[src/rtl/button_event_decoder.sv]
// -----------------------------------------------------------------------------
// button_event_decoder
//
// Turns a debounced button level into single-cycle user events: a short
// click, a double click, a long press and auto-repeat while a long press is
// held. Every duration is counted in ticks of the (slow) clock shared with
// the debouncer, so all thresholds are parameters expressed in ticks.
//
// Parameters
//   LONG_TICKS   : consecutive high samples that make a press "long" (>= 2)
//   GAP_TICKS    : consecutive low samples after a first release that close
//                  the click window (>= 1)
//   REPEAT_TICKS : high samples between auto-repeat pulses once long; 0 = off
//   CNT_W        : tick counter width, must hold the largest threshold
//
// Ports
//   clk          : slow system clock (single clock domain)
//   rst_n        : synchronous, active-low reset
//   button_level : debounced level, already synchronous to clk
//   short_press  : one-cycle pulse, single click
//   double_press : one-cycle pulse, second click inside the gap window
//   long_press   : one-cycle pulse when a press reaches LONG_TICKS
//   repeat_press : one-cycle pulse every REPEAT_TICKS while long press held
//   busy         : high whenever the FSM is not in IDLE
//
// All outputs are registered; each pulse appears in the cycle after the edge
// that sampled the qualifying button_level value.
// -----------------------------------------------------------------------------
module button_event_decoder #(
   parameter int unsigned LONG_TICKS   = 8,
   parameter int unsigned GAP_TICKS    = 4,
   parameter int unsigned REPEAT_TICKS = 3,
   parameter int unsigned CNT_W        = 8
) (
   input  logic clk,
   input  logic rst_n,
   input  logic button_level,
   output logic short_press,
   output logic double_press,
   output logic long_press,
   output logic repeat_press,
   output logic busy
);

   // --------------------------------------------------------------------------
   // Elaboration-time parameter checks: a threshold the counter cannot hold
   // would silently never fire, so refuse to build instead.
   // --------------------------------------------------------------------------
   typedef longint unsigned u64_t;

   localparam u64_t CNT_LIMIT = (CNT_W >= 64) ? ~u64_t'(0)
                                              : ((u64_t'(1) << CNT_W) - u64_t'(1));

   if (LONG_TICKS < 2) begin : g_chk_long_min
      $error("button_event_decoder: LONG_TICKS must be at least 2");
   end
   if (GAP_TICKS < 1) begin : g_chk_gap_min
      $error("button_event_decoder: GAP_TICKS must be at least 1");
   end
   if (u64_t'(LONG_TICKS) > CNT_LIMIT) begin : g_chk_long_width
      $error("button_event_decoder: CNT_W too narrow for LONG_TICKS");
   end
   if (u64_t'(GAP_TICKS) > CNT_LIMIT) begin : g_chk_gap_width
      $error("button_event_decoder: CNT_W too narrow for GAP_TICKS");
   end
   if (u64_t'(REPEAT_TICKS) > CNT_LIMIT) begin : g_chk_rep_width
      $error("button_event_decoder: CNT_W too narrow for REPEAT_TICKS");
   end

   // Thresholds resized once to the counter width for clean comparisons.
   localparam logic [CNT_W-1:0] LONG_C   = CNT_W'(LONG_TICKS);
   localparam logic [CNT_W-1:0] GAP_C    = CNT_W'(GAP_TICKS);
   localparam logic [CNT_W-1:0] REPEAT_C = CNT_W'(REPEAT_TICKS);
   localparam logic [CNT_W-1:0] CNT_ONE  = CNT_W'(1);

   // --------------------------------------------------------------------------
   // State and counter
   // --------------------------------------------------------------------------
   typedef enum logic [2:0] {
      ST_RELEASE   = 3'd0,  // wait for the button to be seen low at least once
      ST_IDLE      = 3'd1,
      ST_PRESS1    = 3'd2,  // first press in progress, counting high samples
      ST_WAIT_GAP  = 3'd3,  // first press released, counting low samples
      ST_PRESS2    = 3'd4,  // second press of a double click
      ST_LONG_HELD = 3'd5   // long press reached, counting towards repeats
   } state_t;

   state_t           state_reg;
   logic [CNT_W-1:0] cnt_reg;
   logic [CNT_W-1:0] cnt_inc;

   logic short_reg;
   logic double_reg;
   logic long_reg;
   logic repeat_reg;
   logic busy_reg;

   // Saturating increment: one shared counter serves every state, and a
   // held button with repeat disabled must never wrap back to a threshold.
   assign cnt_inc = (cnt_reg == '1) ? cnt_reg : (cnt_reg + CNT_ONE);

   // --------------------------------------------------------------------------
   // FSM with registered outputs. busy_reg is written together with every
   // state change so it always reflects the state the FSM is about to hold.
   // --------------------------------------------------------------------------
   always_ff @(posedge clk) begin
      if (!rst_n) begin
         state_reg  <= ST_RELEASE;
         cnt_reg    <= '0;
         short_reg  <= 1'b0;
         double_reg <= 1'b0;
         long_reg   <= 1'b0;
         repeat_reg <= 1'b0;
         busy_reg   <= 1'b1;
      end else begin
         // Event outputs are pulses: cleared unless set below this cycle.
         short_reg  <= 1'b0;
         double_reg <= 1'b0;
         long_reg   <= 1'b0;
         repeat_reg <= 1'b0;

         case (state_reg)
            ST_RELEASE: begin
               // A button held through reset must be released first so it
               // can never produce an event.
               cnt_reg <= '0;
               if (!button_level) begin
                  state_reg <= ST_IDLE;
                  busy_reg  <= 1'b0;
               end
            end

            ST_IDLE: begin
               if (button_level) begin
                  // The sample that leaves IDLE is the first high sample.
                  state_reg <= ST_PRESS1;
                  cnt_reg   <= CNT_ONE;
                  busy_reg  <= 1'b1;
               end else begin
                  cnt_reg   <= '0;
               end
            end

            ST_PRESS1: begin
               if (button_level) begin
                  if (cnt_inc == LONG_C) begin
                     long_reg  <= 1'b1;
                     state_reg <= ST_LONG_HELD;
                     cnt_reg   <= '0;
                  end else begin
                     cnt_reg   <= cnt_inc;
                  end
               end else if (GAP_TICKS == 1) begin
                  // The release sample itself is the last gap sample.
                  short_reg <= 1'b1;
                  state_reg <= ST_IDLE;
                  cnt_reg   <= '0;
                  busy_reg  <= 1'b0;
               end else begin
                  // The release sample is the first low sample of the gap.
                  state_reg <= ST_WAIT_GAP;
                  cnt_reg   <= CNT_ONE;
               end
            end

            ST_WAIT_GAP: begin
               // A high sample wins even on the would-be final gap sample.
               if (button_level) begin
                  state_reg <= ST_PRESS2;
                  cnt_reg   <= '0;
               end else if (cnt_inc == GAP_C) begin
                  short_reg <= 1'b1;
                  state_reg <= ST_IDLE;
                  cnt_reg   <= '0;
                  busy_reg  <= 1'b0;
               end else begin
                  cnt_reg   <= cnt_inc;
               end
            end

            ST_PRESS2: begin
               // Second press may last any time; no long/repeat detection.
               cnt_reg <= '0;
               if (!button_level) begin
                  double_reg <= 1'b1;
                  state_reg  <= ST_IDLE;
                  busy_reg   <= 1'b0;
               end
            end

            ST_LONG_HELD: begin
               if (button_level) begin
                  if ((REPEAT_TICKS != 0) && (cnt_inc == REPEAT_C)) begin
                     repeat_reg <= 1'b1;
                     cnt_reg    <= '0;
                  end else begin
                     cnt_reg    <= cnt_inc;
                  end
               end else begin
                  // Release after a long press is silent.
                  state_reg <= ST_IDLE;
                  cnt_reg   <= '0;
                  busy_reg  <= 1'b0;
               end
            end

            default: begin
               state_reg <= ST_RELEASE;
               cnt_reg   <= '0;
               busy_reg  <= 1'b1;
            end
         endcase
      end
   end

   assign short_press  = short_reg;
   assign double_press = double_reg;
   assign long_press   = long_reg;
   assign repeat_press = repeat_reg;
   assign busy         = busy_reg;

endmodule

[config.mk]
export PLATFORM = sky130hd
export DESIGN_NAME = button_event_decoder
export DESIGN_NICKNAME = d
export VERILOG_FILES = /design/src/rtl/button_event_decoder.sv
export SDC_FILE = /design/constraint.sdc
export NUM_CORES = 1
export LEC_CHECK = 0
export CORE_MARGIN = 2
export CORE_UTILIZATION = 51
export DETAILED_ROUTE_END_ITERATION = 10
export PLACE_DENSITY_LB_ADDON = 0.05
export SYNTH_ARGS = -nofsm -noshare
export SYNTH_HDL_FRONTEND = slang
export SYNTH_SLANG_ARGS = --single-unit
[constraint.sdc]
create_clock -name clk -period 1.7 [get_ports clk]
set_input_delay 0.34 -clock clk [delete_from_list [all_inputs] [get_ports clk]]
set_output_delay 0.34 -clock clk [all_outputs]
set_load 0.01 [all_outputs]
==> summary.md <==
| Metric | Value |
|---|---|
| Port bufs | 7 |
| Residual DRC | 0 |
| Crit path kind | reg -> reg |
| Chip height | 50.4 µm |
| Finished Layout Cells | between 150 and 200 |
| Area grow syn2layout | 30.7% |
| DP HPWL | 2.04 mm |
| Syn Area/Cell | 7.95 µm² |
| Worst-skew pair later-pin latency | slightly below 0.3 ns |
| LEAKAGE | about 0.54 nW |
| Distinct cells, synth | 47 |
| Syn. warnings | 0 |
| Power Density | 465 nW/µm² |
| Fin crit period | between 1.5 and 2 ns |
| Max Root-Sink Buffers | 2 |
| Placer Congestion | 0.844 |
| Largest net degree at the start of global routing | 13 |
| Max-cap check violation count | 0 |
| Clock sink total | 16 |
| H-tree depth | 1 |
| Max-slew headroom | 0.741 |
| Slowest cell on crit path | dfxtp_2 |
| Core footprint | 2000 µm² |
| Syn nets | ~140 |
| Ant diodes | 0 |
| Clk_skew | roughly 0.012 ns |
| Nets@finish | 169 |
| Slew Limit Fails | 0 |
| Setup ws final | -0.0834 ns |
| Initial antenna violation count | 0 |
| Worst EP required | 1.89 ns |
| Die area | 2540 µm² |
| Max stage delay on crit path | 0.36 ns |
| Initial DRC Count | 36 |
| TritonCTS clock tree | done |
| Tcrit/Tclk final | 1.05 |
| Post-synth EDFFs | 0 |
| Most common cell after layout, fill and taps aside | buf_4 |
| Count of hold-fix buffers inserted at cts | 0 |
| WP data arrival | 1.97 ns |
| RSZ-0062 raised after global routing | true |
| Ys async rst share | 0 |
| First-pass GRT wire length | around 4.9 mm |
| Vias per cell | just under 6 |
| Flops & latches, synth | 16 |
| Count of boundary I/O pins | 8 |
| Max FFs per register | 8 |
| Row count | 16 |
| Final Hold Viols | 0 |
| Routed WL per cell | 14.4 µm |
| Worst-path fanout max | 8 |
| Routed WL | 2.74 mm |
| Tot Pwr | 0.666 mW |
| Setup TNS | -0.324 ns |
| Antenna-violating nets left | 0 |
| CP bufs+invs | 0 |
| Fmax | 561 MHz |
| Worst-margin pin slew | between 0.3 and 0.4 ns |
| Root Driver | clkbuf_4 |
| Via count | 1119 |
| Number of CTS-inserted buffers | 3 |
| Reg2Reg Setup Slack | -0.08 ns |
| Worst setup SP type | register |
| Vias in the first global route | between 1000 and 1500 |
| GRT Residual Overflow | 0 |
| Crit end category | register |
| Worst vdd ir | between 0.5 and 0.6 mV |
| Setup violators final | 6 |
| Initial Utilization | 0.548 |
| Placed Cells incl. Taps | 186 |
| Main flop type after synthesis | dfxtp_1 |
| Outcome | finished with violations |
| Clock Pin Slew Worst Setup and Hold Paths | 0.09 ns |
| Leading cell types in the layout, fill and taps excluded | buf_4 (27), nor2_1 (17), nand2_1 (14), dfxtp_1 (14), clkdlybuf4s50_1 (6) |
| Share of cells above drive strength 1 | 0.319 |
| Die width | slightly above 50 µm |
| Cell area after synthesis | 1100 µm² |
| Gate Count Post-Synth | 138 |
| Fin util | 0.716 |
| Cells along the critical path | ha_4 > and3b_1 > o2111a_1 > o22ai_4 > o31ai_4 > a2111oi_2 |
| GRT Resource Usage Total | 0.247 |
| Worst Hold Class | in -> reg |
| Register area share after synthesis | 0.292 |
| CP delay by family, top | compound AO/OA/AOI/OAI gates |
| Violated checks | setup timing |
| Initial DRT Pass Iterations | 5 |
-- worst reg2reg max path: cells and delay by family (launching register included) --
| kind | cells | cell delay [ns] |
|---|---|---|
| adders and majority gates | 1 | 0.17 |
| DFF | 1 | 0.36 |
| and+or+nand+nor | 1 | 0.18 |
| AOI/OAI and AO/OA | 4 | 0.98 |
-- layer usage --
metal | GRT usage | vias to the layer above | part of all wire | wire length (µm)
met4 | 0.0541 | 0 | 0.013 | 36
met2 | 0.412 | 35 | 0.46 | 1260
met3 | 0.0506 | 6 | 0.045 | 123
li1 | - | 550 | - | -
met5 | 0 | - | 0 | 0
met1 | 0.328 | 528 | 0.48 | 1320
-- cells by family (layout without fill, tap and decap cells) --
| logic type | Yosys count | count (layout) | share of synthesized area |
|---|---|---|---|
| muxes | 2 | 2 | 0.0182 |
| DFF | 16 | 16 | 0.292 |
| AOI/OAI and AO/OA | 32 | 32 | 0.243 |
| xor gates and xnor gates | 4 | 4 | 0.0319 |
| adders and majority gates | 1 | 1 | 0.0114 |
| buffers and inverters | 16 | 41 | 0.0741 |
| and+or+nand+nor | 67 | 67 | 0.330 |
-- cell type report --
class / instances / area, µm²
multi-input cells: 106 / 764
fillers: 154 / 568
flip-flops and latches: 16 / 323
repair buffers: 34 / 275
well taps: 27 / 33.8
clock buffers: 3 / 22.5
inverters: 4 / 15.0
-- synthesized netlist by cell type (2+ instances only) --
cell,number,area share
nor2b_1,2,0.011
inv_1,4,0.014
buf_2,2,0.0091
o21ai_0,3,0.014
and2_1,3,0.017
mux2i_1,2,0.018
buf_6,2,0.021
dfxtp_1,16,0.29
nor2_1,17,0.058
nand2b_1,5,0.029
nand2_1,14,0.048
clkbuf_1,7,0.024
a21oi_1,5,0.023
o21ai_1,2,0.0091
a221oi_1,2,0.016
nor4_1,2,0.011
and3b_1,4,0.032
a211oi_1,4,0.027
nand3_1,3,0.014
nor3_1,5,0.023
and4_1,2,0.016
and4b_1,2,0.018
and3_1,4,0.023
xnor2_1,3,0.024
-- stage by stage --
stage	setup WS (ns)	hold WS [ns]	instance area, µm²
6_report	-0.0834	0.509	1430
5_1_grt	-0.160	0.536	1430
4_1_cts	-0.0770	0.546	1410
3_5_place_dp	-0.235	0.534	1350
3_3_place_gp	-0.148	0.516	1350
2_1_floorplan	-0.0245	0.510	1120
-- path summary, 6_finish.rpt --
| kind | start | to | cells after the start |
|---|---|---|---|
| worst max-delay path | cnt_reg[1] | cnt_reg[2] | 6 |
| worst min-delay path | button_level | state_reg[2] | 2 |
| worst min register to register | busy | busy | 2 |
| worst max register to register | cnt_reg[1] | cnt_reg[2] | 6 |
-- where the power goes --
group | leakage (nW) | switching [mW] | internal, mW | total [mW]
registers | 0.131 | 0.00834 | 0.381 | 0.389
clock network | 0.0138 | 0.112 | 0.0822 | 0.194
logic | 0.400 | 0.0410 | 0.0422 | 0.0833
-- timing repair --
item	4_1_cts	5_1_grt
pin swaps	4	2
gates resized for setup	8	6
setup buffers	1	0
cloned	0	0
endpoints found under the setup margin	10	12
No activity file was read; power rests on OpenSTA's default activity.
==> patch 1 (config.mk and constraints unchanged) <==
The parameter `CNT_W` goes from 8 to 6.
--- a/src/rtl/button_event_decoder.sv
+++ b/src/rtl/button_event_decoder.sv
@@ -30,7 +30,7 @@
    parameter int unsigned LONG_TICKS   = 8,
    parameter int unsigned GAP_TICKS    = 4,
    parameter int unsigned REPEAT_TICKS = 3,
-   parameter int unsigned CNT_W        = 8
+   parameter int unsigned CNT_W        = 6
 ) (
    input  logic clk,
    input  logic rst_n,
Function: same outputs for any inputs over 10 cycles, from zero or initial values and one cycle with rst_n low; that may be too few to reach the edited logic, so the function may still have changed.
==> patch 1 against the unedited design <==
- routed wire length decreased by 22%
- critical path depth decreased by 1
- hold slack improved by 0.042 ns
- first-iteration DRC count increased by 17%
- via count decreased by 20%
- area after synthesis decreased by 17%
- synthesized cell count decreased by 16%
- cell area decreased by 18%
- setup slack improved by 0.10 ns
- die area decreased by 16%
- total power increased by 12%
- sequential cell count decreased by 2
- utilization decreased by 3.2 points
- largest power group unchanged
==> patch 1: results (changes against the unedited design) <==
Run status:
- The run finished with clean final reports.

Power:
- The total leakage power is 0.433 nW (-20%).

Cells and area:
- The net count reported at finish came to 139 (-18%).
- The number of flip-flops under the largest register name was 6 (-2).

Routing:
- The detail-routed via count per cell is 5.64 (-4.3%).
- The via count of the routed design came to 896 (-20%).
- The detailed-router iteration count before antenna repair is 4 (-1).
- The starting DRC count in detailed routing is 42 (+17%).

Critical path:
- The worst path arrival time is 1.89 ns (-0.08 ns).
- The endpoint identified for the worst register-to-register timing path is state_reg[0].
- The maximum fanout count along the critical path is 4 (-4).
- The worst reg2reg path depth is 5 (-1).
- Among all stages on the critical path, the largest delay is contributed by or4b_4.
- The setup slack on the worst flop-to-flop path is 0.02 ns (+0.10 ns).
- The delay contributed by the slowest stage of the critical path is 0.55 ns (+0.19 ns).

Logic synthesis:
- The sequential share of the synthesized area is 0.308 (+0.0158).
- The number of different library cells in the post-synthesis netlist came to 44 (-6.4%).
- The number of nets produced by synthesis was 120 (-15%).

Placed design:
- The post-detailed-placement half-perimeter wirelength is 1590 um (-22%).
- The routability congestion estimate from global placement is 0.848 (+0.40%).

Worst hold path:
- The cell depth of the worst min-delay path is 1 (-1).
- The type of the worst min-delay path is reg -> reg.

Global route:
- The first-pass GRT wire length was 3500 um (-28%).
- The total global routing track utilization is 0.227 (-0.0202).

Clock network:
- The number of setup buffers added after CTS came to 0 (-1).
[patch 1: per-stage QoR]
step | util | cell area [um^2] | hold WS (ns) | power (mW) | setup WS (ns)
final | 0.684 | 1170 | 0.551 | 0.746 | 0.0162
after global routing | 0.684 | 1170 | 0.577 | 0.786 | -0.0591
after CTS | 0.668 | 1140 | 0.573 | 0.740 | 0.00424
after detailed placement | 0.632 | 1080 | 0.551 | 0.493 | -0.0621
after global placement | 0.632 | 1080 | 0.531 | 0.491 | -0.0709
after floorplan | - | 918 | 0.463 | 0.446 | 0.00199
[patch 1: worst min-delay path by stage]
stage / startpoint / to / slack [ns]
after floorplan: cnt_reg[1] / cnt_reg[1] / 0.46
after global placement: busy / busy / 0.53
after detailed placement: busy / busy / 0.55
after CTS: busy / busy / 0.57
after global routing: cnt_reg[5] / cnt_reg[5] / 0.58
final: cnt_reg[5] / cnt_reg[5] / 0.55
[patch 1: cell families (layout without fill, tap and decap cells)]
group,after synthesis,after routing,synth area share
DFF,14,14,0.308
and+or+nand+nor,55,55,0.337
buffers and inverters,12,30,0.0714
adders and majority gates,1,1,0.0137
muxes,1,1,0.0124
AOI/OAI and AO/OA,30,30,0.229
xor gates and xnor gates,3,3,0.0289
[patch 1: power groups by stage]
| stage | logic [mW] | registers, mW | clock network, mW |
|---|---|---|---|
| after floorplan | 0.0900 | 0.356 | 0 |
| after global placement | 0.131 | 0.359 | 0 |
| after detailed placement | 0.133 | 0.360 | 0 |
| after CTS | 0.139 | 0.353 | 0.248 |
| after global routing | 0.164 | 0.356 | 0.266 |
| final | 0.147 | 0.354 | 0.246 |
[patch 1: repair_timing]
item / in CTS / in global routing
resized for setup: 3 / 7
setup endpoints to repair: 5 / 5
pin swaps: 0 / 9
[patch 1: layer usage]
metal  GRT usage  share of wire  vias up
met5           0              0        -
met4      0.0686         0.0098        0
met3      0.0353          0.025        4
met2       0.378           0.49       15
met1       0.299           0.47      424
li1            -              -      453
[patch 1: layout make-up]
cell class | count | area share
inverter | 5 | 0.0161
tap | 25 | 0.0268
sequential | 14 | 0.245
clock buffer | 4 | 0.0310
timing repair buffer | 21 | 0.150
multi-input combinational | 90 | 0.531
[patch 1: worst reg2reg max path, stage by stage, from the launching register on]
cell and delay (ns):
dfxtp_2 0.34, ha_4 0.26, or4b_4 0.55, o21ai_4 0.19
nand2_2 0.06, a221oi_2 0.21
==> patch 2 (config.mk and constraints unchanged) <==
Made on the original files. Re-encode `state_t` (6 states) as one-hot, 6 bits wide.
--- a/src/rtl/button_event_decoder.sv
+++ b/src/rtl/button_event_decoder.sv
@@ -76,13 +76,13 @@
    // --------------------------------------------------------------------------
    // State and counter
    // --------------------------------------------------------------------------
-   typedef enum logic [2:0] {
-      ST_RELEASE   = 3'd0,  // wait for the button to be seen low at least once
-      ST_IDLE      = 3'd1,
-      ST_PRESS1    = 3'd2,  // first press in progress, counting high samples
-      ST_WAIT_GAP  = 3'd3,  // first press released, counting low samples
-      ST_PRESS2    = 3'd4,  // second press of a double click
-      ST_LONG_HELD = 3'd5   // long press reached, counting towards repeats
+   typedef enum logic [5:0] {
+      ST_RELEASE   = 6'b000001,  // wait for the button to be seen low at least once
+      ST_IDLE      = 6'b000010,
+      ST_PRESS1    = 6'b000100,  // first press in progress, counting high samples
+      ST_WAIT_GAP  = 6'b001000,  // first press released, counting low samples
+      ST_PRESS2    = 6'b010000,  // second press of a double click
+      ST_LONG_HELD = 6'b100000   // long press reached, counting towards repeats
    } state_t;
 
    state_t           state_reg;
Check against the original RTL: same outputs for any inputs over 10 cycles, from zero or initial values and one cycle with rst_n low; not proved beyond that.
==> patch 2 against the unedited design <==
- the run still ends with setup timing left
- setup slack lost 0.059 ns
- non-clock buffer count grew 17
- cell count grew 16%
- area after synthesis grew 8.7%
- sequential share of layout area grew 0.086 points
- die area grew 8.0%
- fmax shrank 3.2%
- cell area grew 24%
- routed wire length grew 50%
- sequential cell count grew 3
- critical endpoint is now cnt_reg[3]
Power is not compared: it rests on default switching activity, and its combinational part moved more than twofold at a synthesized area within 25%.
==> patch 2: results (changes against the unedited design) <==
Critical path:
- The worst path arrival time was 2.09 ns (+0.12 ns).
- The terminus of the critical flop-to-flop path is cnt_reg[3].
- The master of the slowest instance on the critical path is dfxtp_4.
- The delay contributed by the slowest stage of the critical path is 0.38 ns (+0.02 ns).
- The worst reg2reg path depth came to 7 (+1).
- The maximum fanout count along the critical path is 4 (-4).

Cells and area:
- The count of multi-input gates is 116 (+9.4%).
- The count of plain and timing-repair buffers in the layout came to 51 (+50%).
- The proportion of layout cells with a drive suffix above 1 is 0.425 (+0.106).
- The flip-flop and latch share of the layout cell area came to 0.226 (+0.000858).
- The number of antenna repair diodes is 0 (unchanged).
- The fraction of area in multi-input gates is 0.501 (-0.0317).
- The relative area of non-clock buffer cells in the final design is 0.230 (+0.0383).
- The total of fill cells in the finished design came to 151 (-1.9%).
- The post-route non-filler standard cell count is 221 (+16%).
- The area of all placed cells without fillers is 1770 um^2 (+24%).
- The portion of the layout cell area used by clock cells is 0.0162 (+0.000536).
- The net count reported at finish is 198 (+17%).

Logic synthesis:
- The number of nets produced by synthesis is 150 (+5.6%).
- The mean instance size in the synthesized netlist is 8.17 um^2 (+2.7%).
- By area the synthesized netlist is led by dfxtp_1 32%, nor2_1 4.4%, o21ai_0 4.2%, nand2_1 4.1%, a21oi_1 3.4%.
- The share of flip-flops with an asynchronous set or reset came to 0 (unchanged).
- The number of different library cells in the post-synthesis netlist was 45 (-4.3%).
- The register bit count reported by yosys is 19 (+3).
- The sequential share of the synthesized area was 0.319 (+0.0271).
- Counting instances in the post-synthesis netlist gives the leading cell types as 19 x dfxtp_1, 14 x nor2_1, 13 x nand2_1.

Routing:
- The via count of the routed design is 1,430 (+28%).
- The detail-routed net length per standard cell came to 18.6 um (+29%).
- The detailed-router iteration count before antenna repair was 7 (+2).
- The starting DRC count in detailed routing is 91 (+150%).

Timing:
- The final setup TNS is -0.635 ns (-0.311 ns).
- The hold slack was 0.527 ns (+0.0174 ns).
- The number of setup violations in the final report is 10 (+4).
- The setup slack after layout is -0.142 ns (-0.0588 ns).
- The worst slew margin relative to its limit is 0.703 (-0.0385).
- The worst clock skew on the final layout is 0.0160 ns (+0.00402 ns).

Placed design:
- The routability congestion estimate from global placement is 0.894 (+5.8%).
- The post-detailed-placement half-perimeter wirelength is 2470 um (+22%).
- The number of placed cells counting well taps is 207 (+11%).
- The placed instance area came to 1520 um^2 (+13%).

Run status:
- The flow ran to the end, but the final reports show violations.
- The checks that failed: setup timing.

Worst hold path:
- The end of the worst hold path is cnt_reg[1].
- The cell depth of the worst min-delay path is 2 (unchanged).
- The startpoint identified for the worst hold timing path is cnt_reg[1].
- In this run the worst hold path is classified as reg -> reg.

Clock network:
- The number of gates given a new drive strength after cts is 24 (+16).
- The clock slew seen by the registers of the worst setup and hold paths is 0.14 ns (+0.05 ns).
- The number of setup buffers added after CTS is 6 (+5).
- The clock latency on the worst-skew pair is 0.34 ns (+0.05 ns).
- The maximum clock path buffer count is 2 (unchanged).

Global route:
- The number of global-route vias before repair is 1,275 (+17%).
- The first-pass GRT wire length came to 5940 um (+22%).
- The total global routing track utilization is 0.297 (+0.0495).
patch 2: cell count changes after synthesis, sizes merged, moves of 4 or more:
cell / before / now
and3b: 4 / 0
clkbuf: 7 / 2
nor3: 5 / 9
o21ai: 5 / 10
patch 2: logic make-up (layout without fill, tap and decap cells):
kind of cell               count (synthesis)  after routing  synth area share
AOI/OAI and AO/OA                         41             41             0.247
DFF                                       19             19             0.319
buffers and inverters                     11             58            0.0514
and+or+nand+nor                           68             68             0.328
xor gates and xnor gates                   6              6            0.0441
adders and majority gates                  1              1            0.0105
patch 2: where the power goes:
| part | leakage (nW) | internal (mW) | switching, mW | total (mW) |
|---|---|---|---|---|
| clock | 0.0183 | 0.0919 | 0.180 | 0.272 |
| sequential | 0.158 | 0.477 | 0.0557 | 0.533 |
| combinational | 0.527 | 0.218 | 0.233 | 0.452 |
patch 2: routing by layer:
metal	global-route usage	wire, um
met4	0.115	124
met2	0.483	1920
met3	0.0400	408
met1	0.394	1650
met5	0	0
